## src/rtl/mini_core_rf_sb.sv

```systemverilog
// mini_core_rf_sb: decode-stage register file (Q101H read, Q102H registered
// output) with a per-register pending-write scoreboard that stalls issue on
// read-after-write hazards and on writer-counter saturation.
//
// Optional feature macro: MINI_CORE_RF_SB_FWD_EN
//   defined   -> same-cycle Q104H writeback is bypassed to every read port,
//                and a Cnt=1 source being written this cycle is not a hazard
//   undefined -> reads return stored values only; any pending writer stalls
//
// Ports:
//   Clock, Rst            core clock, asynchronous active-high reset
//   ReadyQ102H            downstream accept; low holds all Q102H state
//   FlushQ101H            clears scoreboard, bubbles Q102H
//   RdValidQ101H/RdAddrQ101H   per-port source use / address (packed)
//   WrIssueQ101H/RegDstQ101H   issuing instruction writes RegDstQ101H
//   PcQ101H/ImmediateQ101H     passthrough operands
//   RegWrEnQ104H/RegDstQ104H/RegWrDataQ104H  writeback
//   HazardQ101H           combinational issue block
//   ValidQ102H, RdDataQ102H, PcQ102H, ImmediateQ102H  registered Q102H stage
module mini_core_rf_sb #(
  parameter int unsigned DATA_W   = 32,
  parameter int unsigned NUM_REGS = 32,
  parameter int unsigned NUM_RD   = 2,
  parameter int unsigned ADDR_W   = $clog2(NUM_REGS)
) (
  input  logic                       Clock,
  input  logic                       Rst,
  input  logic                       ReadyQ102H,
  input  logic                       FlushQ101H,
  input  logic [NUM_RD-1:0]          RdValidQ101H,
  input  logic [NUM_RD*ADDR_W-1:0]   RdAddrQ101H,
  input  logic                       WrIssueQ101H,
  input  logic [ADDR_W-1:0]          RegDstQ101H,
  input  logic [31:0]                PcQ101H,
  input  logic [31:0]                ImmediateQ101H,
  input  logic                       RegWrEnQ104H,
  input  logic [ADDR_W-1:0]          RegDstQ104H,
  input  logic [DATA_W-1:0]          RegWrDataQ104H,
  output logic                       HazardQ101H,
  output logic                       ValidQ102H,
  output logic [NUM_RD*DATA_W-1:0]   RdDataQ102H,
  output logic [31:0]                PcQ102H,
  output logic [31:0]                ImmediateQ102H
);

  localparam int unsigned CNT_W   = 2;
  localparam logic [CNT_W-1:0] CNT_MAX = CNT_W'(3);

  logic [DATA_W-1:0]   rf_q  [NUM_REGS];
  logic [CNT_W-1:0]    cnt_q [NUM_REGS];
  logic [CNT_W-1:0]    cnt_d [NUM_REGS];

  logic                  wb_hit;
  logic                  hazard_c;
  logic                  issue_c;
  logic [ADDR_W-1:0]     src_addr;
  logic [NUM_RD*DATA_W-1:0] rd_data_c;

  // Writeback to a real register (x0 writes are dropped)
  assign wb_hit = RegWrEnQ104H && (RegDstQ104H != '0);

  // Source read mux and hazard detection
  always_comb begin
    hazard_c  = 1'b0;
    rd_data_c = '0;
    src_addr  = '0;
    for (int i = 0; i < int'(NUM_RD); i++) begin
      src_addr = RdAddrQ101H[i*ADDR_W +: ADDR_W];
      if (src_addr != '0) begin
`ifdef MINI_CORE_RF_SB_FWD_EN
        // A single pending writer that is retiring this cycle is covered by the bypass
        if (RdValidQ101H[i] && (cnt_q[src_addr] != '0) &&
            !((cnt_q[src_addr] == CNT_W'(1)) && wb_hit && (RegDstQ104H == src_addr)))
          hazard_c = 1'b1;
        if (wb_hit && (RegDstQ104H == src_addr))
          rd_data_c[i*DATA_W +: DATA_W] = RegWrDataQ104H;
        else
          rd_data_c[i*DATA_W +: DATA_W] = rf_q[src_addr];
`else
        if (RdValidQ101H[i] && (cnt_q[src_addr] != '0))
          hazard_c = 1'b1;
        rd_data_c[i*DATA_W +: DATA_W] = rf_q[src_addr];
`endif
      end
    end
    // A fourth in-flight writer to one register cannot be tracked
    if (WrIssueQ101H && (RegDstQ101H != '0) && (cnt_q[RegDstQ101H] == CNT_MAX))
      hazard_c = 1'b1;
  end

  assign HazardQ101H = hazard_c;
  assign issue_c     = ReadyQ102H && !hazard_c && !FlushQ101H &&
                       WrIssueQ101H && (RegDstQ101H != '0);

  // Next scoreboard counts; issue and writeback to the same register cancel
  always_comb begin
    for (int r = 0; r < int'(NUM_REGS); r++) begin
      cnt_d[r] = cnt_q[r];
      if (FlushQ101H)
        cnt_d[r] = '0;
      else if (issue_c && (RegDstQ101H == ADDR_W'(r)) &&
               !(wb_hit && (RegDstQ104H == ADDR_W'(r))))
        cnt_d[r] = cnt_q[r] + CNT_W'(1);
      else if (wb_hit && (RegDstQ104H == ADDR_W'(r)) &&
               !(issue_c && (RegDstQ101H == ADDR_W'(r))) && (cnt_q[r] != '0))
        cnt_d[r] = cnt_q[r] - CNT_W'(1);
    end
  end

  // Scoreboard counters
  always_ff @(posedge Clock or posedge Rst) begin
    if (Rst) begin
      for (int r = 0; r < int'(NUM_REGS); r++) cnt_q[r] <= '0;
    end else begin
      for (int r = 0; r < int'(NUM_REGS); r++) cnt_q[r] <= cnt_d[r];
    end
  end

  // Register storage; entry 0 is held at zero
  always_ff @(posedge Clock or posedge Rst) begin
    if (Rst) begin
      for (int r = 0; r < int'(NUM_REGS); r++) rf_q[r] <= '0;
    end else if (wb_hit) begin
      rf_q[RegDstQ104H] <= RegWrDataQ104H;
    end
  end

  // Q102H stage: flush/hazard bubble, not-ready hold
  always_ff @(posedge Clock or posedge Rst) begin
    if (Rst) begin
      ValidQ102H     <= 1'b0;
      RdDataQ102H    <= '0;
      PcQ102H        <= '0;
      ImmediateQ102H <= '0;
    end else if (FlushQ101H) begin
      ValidQ102H <= 1'b0;
    end else if (ReadyQ102H) begin
      if (hazard_c) begin
        ValidQ102H <= 1'b0;
      end else begin
        ValidQ102H     <= 1'b1;
        RdDataQ102H    <= rd_data_c;
        PcQ102H        <= PcQ101H;
        ImmediateQ102H <= ImmediateQ101H;
      end
    end
  end

endmodule

```

## config.mk

```make
export PLATFORM = sky130hd
export DESIGN_NAME = mini_core_rf_sb
export DESIGN_NICKNAME = d
export VERILOG_FILES = /design/src/rtl/mini_core_rf_sb.sv
export SDC_FILE = /design/constraint.sdc
export NUM_CORES = 2
export LEC_CHECK = 0
export ABC_CLOCK_PERIOD_IN_PS = 99900
export CAP_MARGIN = 15
export CORE_ASPECT_RATIO = 1.25
export CORE_UTILIZATION = 67
export CTS_CLUSTER_SIZE = 25
export DETAILED_ROUTE_END_ITERATION = 12
export PLACE_DENSITY = 0.85
export SYNTH_ARGS = -nofsm -noshare
export SYNTH_HDL_FRONTEND = slang
export SYNTH_SLANG_ARGS = --single-unit
export TNS_END_PERCENT = 100
```

## constraint.sdc

```tcl
create_clock -name Clock -period 99.9 [get_ports Clock]
set_input_delay 14.985 -clock Clock [delete_from_list [all_inputs] [get_ports Clock]]
set_output_delay 14.985 -clock Clock [all_outputs]
set_load 0.1 [all_outputs]
```

# Word-level counts from Yosys, hierarchy flattened
# Index checks and enable logic that the tools add are counted.
[totals]
register_bits = 1217
latchBits = 0
ramBits = 0
romBits = 0
out_inout_bits = 130
wordCells = 640
mem_count = 0
[classes]
add_sub_neg = 64
n_mul = 0
div_mod_pow = 0
order_cmp = 5
n_eq_ne = 63
shift = 0
n_mux = 124
bitwise = 6
reduce_logical = 310
[ops]
columns = ["operator", "count"]
rows = [
  ["1024-bit bitwise mux", 1],
  ["32-bit binary-select mux with 5-bit select", 2],
  ["32-bit two-way mux", 7],
  ["2-bit two-way mux", 102],
  ["1-bit logical AND", 170],
  ["32-bit demux with 5-bit select", 1],
  ["5-bit == test, second input constant", 32],
  ["3-bit nonzero test", 32],
  ["5-bit by 4-bit == test with 1-bit output, second input constant", 16],
  ["2-bit nonzero test", 35],
  ["1-bit zero test", 66],
  ["2-bit by 1-bit adder with 2-bit output, second input constant", 32],
  ["2-bit by 1-bit subtractor with 2-bit output, second input constant", 32],
  ["5-bit by 3-bit == test with 1-bit output, second input constant", 8],
  ["2-bit binary-select mux with 5-bit select", 3],
  ["6-bit >= comparator, second input constant", 4],
  ["5-bit inverter with 6-bit output", 4],
  ["5-bit by 2-bit == test with 1-bit output, second input constant", 4],
  ["5-bit nonzero test", 4],
  ["5-bit by 1-bit == test with 1-bit output, second input constant", 2],
  ["5-bit zero test", 2],
  ["1-bit two-way mux", 8],
  ["6-bit by 1-bit < comparator with 1-bit output, second input constant", 1],
  ["3-bit AND reduction", 1],
  ["other kinds (2)", 3],
]

# Longest topological paths before layout
[logic_depth]
depth_word = 23
ltp_mapped = 12
mapped_depth_nobuf = 7

# Least setup slack after synthesis
# OpenSTA, ideal clock, no wires.
[synth_timing]
path_type = "input to output"
startpoint = "input port RdAddrQ101H[7]"
endpoint = "output port HazardQ101H"
arrival_ns = 16.985
slack_ns = 67.930
stages = 8
path_buffers = 1
path_cell_list = "clkbuf_1 or2_1 nor3_1 a22oi_1 a2111oi_4 a21o_1 a21oi_1 nand2_1"
[synth_between]
elab_chain_len = 9
elab_cells_between_ends = 10
classes_between = "6 x mux; 1 x bitwise; 3 x reduce/logical"
[synth_rtl]
columns = ["item", "line", "source"]
rows = [
  ["start: declaration", "31", "input logic [NUM_RD*ADDR_W-1:0] RdAddrQ101H,"],
  ["5-bit inverter with 6-bit output (implied by the code)", "80", "if (RdValidQ101H[i] && (cnt_q[src_addr] != '0))"],
  ["2-bit binary-select mux with 5-bit select", "80", ""],
  ["2-bit two-way mux (implied by the code) (2 in series)", "80", ""],
  ["2-bit nonzero test", "80", ""],
  ["1-bit logical AND", "80", ""],
  ["1-bit two-way mux", "80", ""],
  ["1-bit two-way mux (*)", "69", "if (src_addr != '0) begin"],
  ["1-bit two-way mux (*)", "87", "if (WrIssueQ101H && (RegDstQ101H != '0) && (cnt_q[RegDstQ101H] == CNT_MAX))"],
  ["end: declaration", "39", "output logic HazardQ101H,"],
]
# Mark *: on every way between the ends. The rest lies on a longest branch, timed or not. The select of a mux whose other input is x is not followed.

# Worst setup path after layout
[layout_timing]
startpoint = "input port RdAddrQ101H[5]"
endpoint = "output port HazardQ101H"
# The elaborated chain is that of the path after synthesis.

==> qor.txt <==
ROUTE
---------------------------------------------------------------------------------
Highest metal layer used by the detailed router                              met5
Drt via density                                                              7.33
Drt drc                                                                         0
Routed wl met2                                                           83000 µm
Drt first-iter violations                                                    4374
Wire length on met1                                                      63400 µm
Residual antenna-violating net count after detailed routing                     0
Detail Route met3 WL                                                     15100 µm
Post-DR wirelength/cell                                                   31.4 µm
Number of optimization iterations in the first detailed-route pass              6
Overall via count from detail_route                                         39800
Routed Wire Length                                                      171000 µm

DIE
---------------------------------------------------------------------------------
Floorplan die area                                                      96700 µm²
Starting density of the core                                                67.6%
I/O pin cnt                                                                   254
Std-Cell Core Area                                                      94600 µm²
Standard-cell rows                                                            126
Chip height                                                                347 µm
Die X-Extent                                                               278 µm

STA
---------------------------------------------------------------------------------
Setup Viol. Count Final                                                         0
Total Neg Setup Slack                                                        0 ns
Max frequency                                                          0.0291 GHz
Clk_skew                                                                0.0221 ns
Unrepaired setup endpoints after global routing                             false
Post-route minimum period                                                34.36 ns
Slew Viols, Final                                                               0
Least-Margin Pin Slew                                                     1.16 ns
Final Hold Fails                                                                0
Period utilization                                                          34.4%
Max-Slew Margin vs Limit                                                    22.5%

SYNTHESIS
---------------------------------------------------------------------------------
Syn Std Cell Area                                                       64000 µm²
Number of flops mapped to enable cells by yosys                                 0
Synth Instances                                                              4150
Top cells by count, synth                                            1217 x sky130_fd_sc_hd__dfrtp_1, 1041 x sky130_fd_sc_hd__mux2_2, 651 x sky130_fd_sc_hd__mux4_2, 312 x sky130_fd_sc_hd__clkbuf_1, 144 x sky130_fd_sc_hd__nor2_1
Syn_area_per_cell                                                        15.4 µm²
Portion of synthesized cell area occupied by the leading cell type          47.6%
Synthesized net count                                                        4274
Number of synthesis warnings                                                    0
Cell taking the most area after synthesis                            sky130_fd_sc_hd__dfrtp_1
Most used DFF post-synth                                             sky130_fd_sc_hd__dfrtp_1
FF+latch count, synth                                                        1217
Library cells used by synthesis                                                61
Fraction of synthesis flops using an asynchronous set or reset pin           100%
Leading post-synthesis cells by cell area                            sky130_fd_sc_hd__dfrtp_1 48%, sky130_fd_sc_hd__mux4_2 23%, sky130_fd_sc_hd__mux2_2 18%
Top-count cell post-synth                                            sky130_fd_sc_hd__dfrtp_1
Part of the Yosys area used for sequential elements                         47.6%

WORST HOLD PATH
---------------------------------------------------------------------------------
Hold-critical path endpoint                                          rf_q[994]$_DFFE_PP0P_
Worst Hold Depth                                                                0
Type of the worst min-delay path                                       reg -> reg
Startpoint of the worst hold path                                    rf_q[994]$_DFFE_PP0P_

GRT
---------------------------------------------------------------------------------
Maximum number of pins on one net before global-route repair                  186
Vias in the first global route                                              41300
GRT Total Usage                                                             36.4%
Residual overflow from global routing                                           0
First-pass GRT wire length                                              261000 µm
Antenna violations before repair                                                3

CTS
---------------------------------------------------------------------------------
Number of buffers between clock root and the deepest sink                       3
Clk Latency, worst-skew pair                                              0.72 ns
Clock root cell                                                      sky130_fd_sc_hd__clkbuf_16
H-Tree Level Count                                                              3
Gates resized, CTS repair                                                       0
Clock-pin slew on the worst setup and hold paths                          0.06 ns
Post CTS Setup Buffer Count                                                     0
CTS Sinks                                                                    1217
Number of buffers added by the clock tree synthesis step                      116
TritonCTS clock tree                                                        built
Number of buffers inserted by hold repair at cts                                0

WORST SETUP PATH
---------------------------------------------------------------------------------
Max Fanout on Critical Path                                                    73
Category of the critical setup timing path                              in -> out
Type of element capturing the critical path                            output pin
Worst reg2reg setup slack                                                96.55 ns
R2r endpoint                                                         RdDataQ102H[44]$_DFFE_PP0P_
CP Launch Type                                                          input pin
RR Startpoint                                                        cnt_q[54]$_DFFE_PP0P_
Crit path required time                                                  84.92 ns
Worst Reg-to-Reg Cells                                                          8
Data arrival time at the worst-slack endpoint                            19.38 ns

PWR
---------------------------------------------------------------------------------
Power density normalized to cell area                                 21.9 nW/µm²
Max IR drop VDD                                                           24.5 µV
Standby leakage power                                                   0.0304 µW

FINISH
---------------------------------------------------------------------------------
Final-layout fill cell count                                                 5610
Nets                                                                         4247
Final core utilization                                                      74.9%
P&R area growth vs syn                                                      10.8%
Fin cells                                                                    5436
Share of layout cells above drive strength 1                                47.3%

RUN STATUS
---------------------------------------------------------------------------------
Outcome                                                              complete, no violations

PLACE
---------------------------------------------------------------------------------
Placed instance count                                                        5221
Routability cong.                                                           0.940
HPWL after DPL                                                           90500 µm
I/O Buffers                                                                   253

JOB
---------------------------------------------------------------------------------
Max-cap viol count                                                              0

==> cells by family (layout without fill, tap and decap cells) <==
group / count (synthesis) / in the layout / share of synthesized area (%)
simple gates: 449 / 449 / 3.49
flops: 1217 / 1217 / 47.6
compound gates: 146 / 146 / 1.58
mux: 1862 / 1862 / 44.1
xor+xnor: 6 / 6 / 0.0822
buf+inv: 470 / 539 / 3.16
other cells: 0 / 1 / 0
==> where the power goes <==
| part | internal [µW] | total (µW) | switching (µW) | leakage (µW) |
|---|---|---|---|---|
| logic | 197 | 431 | 234 | 0.0128 |
| clock network | 272 | 468 | 196 | 0.00201 |
| registers | 589 | 655 | 66.3 | 0.0156 |
==> worst max-delay path by stage <==
stage | startpoint | end | depth (start not counted)
after floorplan | Rst | ImmediateQ102H[0]$_DFFE_PP0P_ | 1
after global placement | RdAddrQ101H[5] | HazardQ101H | 10
after detailed placement | RdAddrQ101H[5] | HazardQ101H | 10
after CTS | RdAddrQ101H[5] | HazardQ101H | 10
after global routing | RdAddrQ101H[5] | HazardQ101H | 10
final | RdAddrQ101H[5] | HazardQ101H | 10
==> area by class of cell <==
type | instances | area (µm²) | share of cell area (%)
Multi-Input combinational cell | 2463 | 31700 | 44.8
Sequential cell | 1217 | 30500 | 43.0
Clock buffer | 170 | 3490 | 4.92
Timing Repair Buffer | 303 | 3000 | 4.23
Tap cell | 1216 | 1520 | 2.15
Clock inverter | 44 | 566 | 0.798
Inverter | 22 | 95.1 | 0.134
Antenna cell | 1 | 2.50 | 0.00353
==> per-layer routing <==
| layer | vias up | GRT usage [%] |
|---|---|---|
| met5 | - | 0 |
| met4 | 2 | 18.0 |
| met3 | 501 | 7.23 |
| met2 | 2063 | 57.8 |
| met1 | 21300 | 48.6 |
| li1 | 15900 | - |
==> sequential cells by signal (all words and copies together) (netlist names) <==
signal,cells
RdDataQ102H,64
PcQ102H,32
cnt_q,64
rf_q,1024
ImmediateQ102H,32
ValidQ102H,1
==> worst max-delay path: stages <==
cell and delay [ns]:
sky130_fd_sc_hd__buf_8 0.59, sky130_fd_sc_hd__buf_4 0.97, sky130_fd_sc_hd__nor4_1 0.15, sky130_fd_sc_hd__nor4_1 0.40
sky130_fd_sc_hd__a22oi_1 0.21, sky130_fd_sc_hd__a2111oi_4 0.52, sky130_fd_sc_hd__a21o_1 0.21, sky130_fd_sc_hd__a21oi_1 0.06
sky130_fd_sc_hd__nand2_1 0.09, sky130_fd_sc_hd__clkdlybuf4s50_1 1.14
==> stage by stage <==
step,hold slack (ns),instance area [µm²],worst slack (ns),power (µW)
after floorplan,0.441,64000,50.63,987
after global placement,0.376,66800,65.55,1070
after detailed placement,0.384,66800,65.62,1090
after CTS,0.398,70900,65.57,1560
after global routing,0.406,70900,65.38,1610
final,0.394,70900,65.54,1550
==> cells in the final DEF, fill, tap and decap left out, types with 15 or more instances in the layout <==
master,synthesis,routed
sky130_fd_sc_hd__mux2i_1,71,71
sky130_fd_sc_hd__a21oi_1,46,46
sky130_fd_sc_hd__clkbuf_1,312,19
sky130_fd_sc_hd__nand4_1,21,21
sky130_fd_sc_hd__nor2b_1,28,26
sky130_fd_sc_hd__nand3_1,21,19
sky130_fd_sc_hd__nor2_1,144,137
sky130_fd_sc_hd__clkdlybuf4s50_1,0,243
sky130_fd_sc_hd__nand2_1,85,71
sky130_fd_sc_hd__o32ai_1,15,15
sky130_fd_sc_hd__clkbuf_16,0,119
sky130_fd_sc_hd__clkinv_2,0,23
sky130_fd_sc_hd__mux2_2,1041,1041
sky130_fd_sc_hd__mux4_2,651,651
sky130_fd_sc_hd__and2_1,20,20
sky130_fd_sc_hd__mux2_1,99,99
sky130_fd_sc_hd__dfrtp_1,1217,1217
sky130_fd_sc_hd__clkbuf_8,0,32
sky130_fd_sc_hd__inv_1,21,19
sky130_fd_sc_hd__nor3_1,39,38
sky130_fd_sc_hd__buf_4,8,47
sky130_fd_sc_hd__o21ai_0,26,26
(Power assumes the default switching activity.)
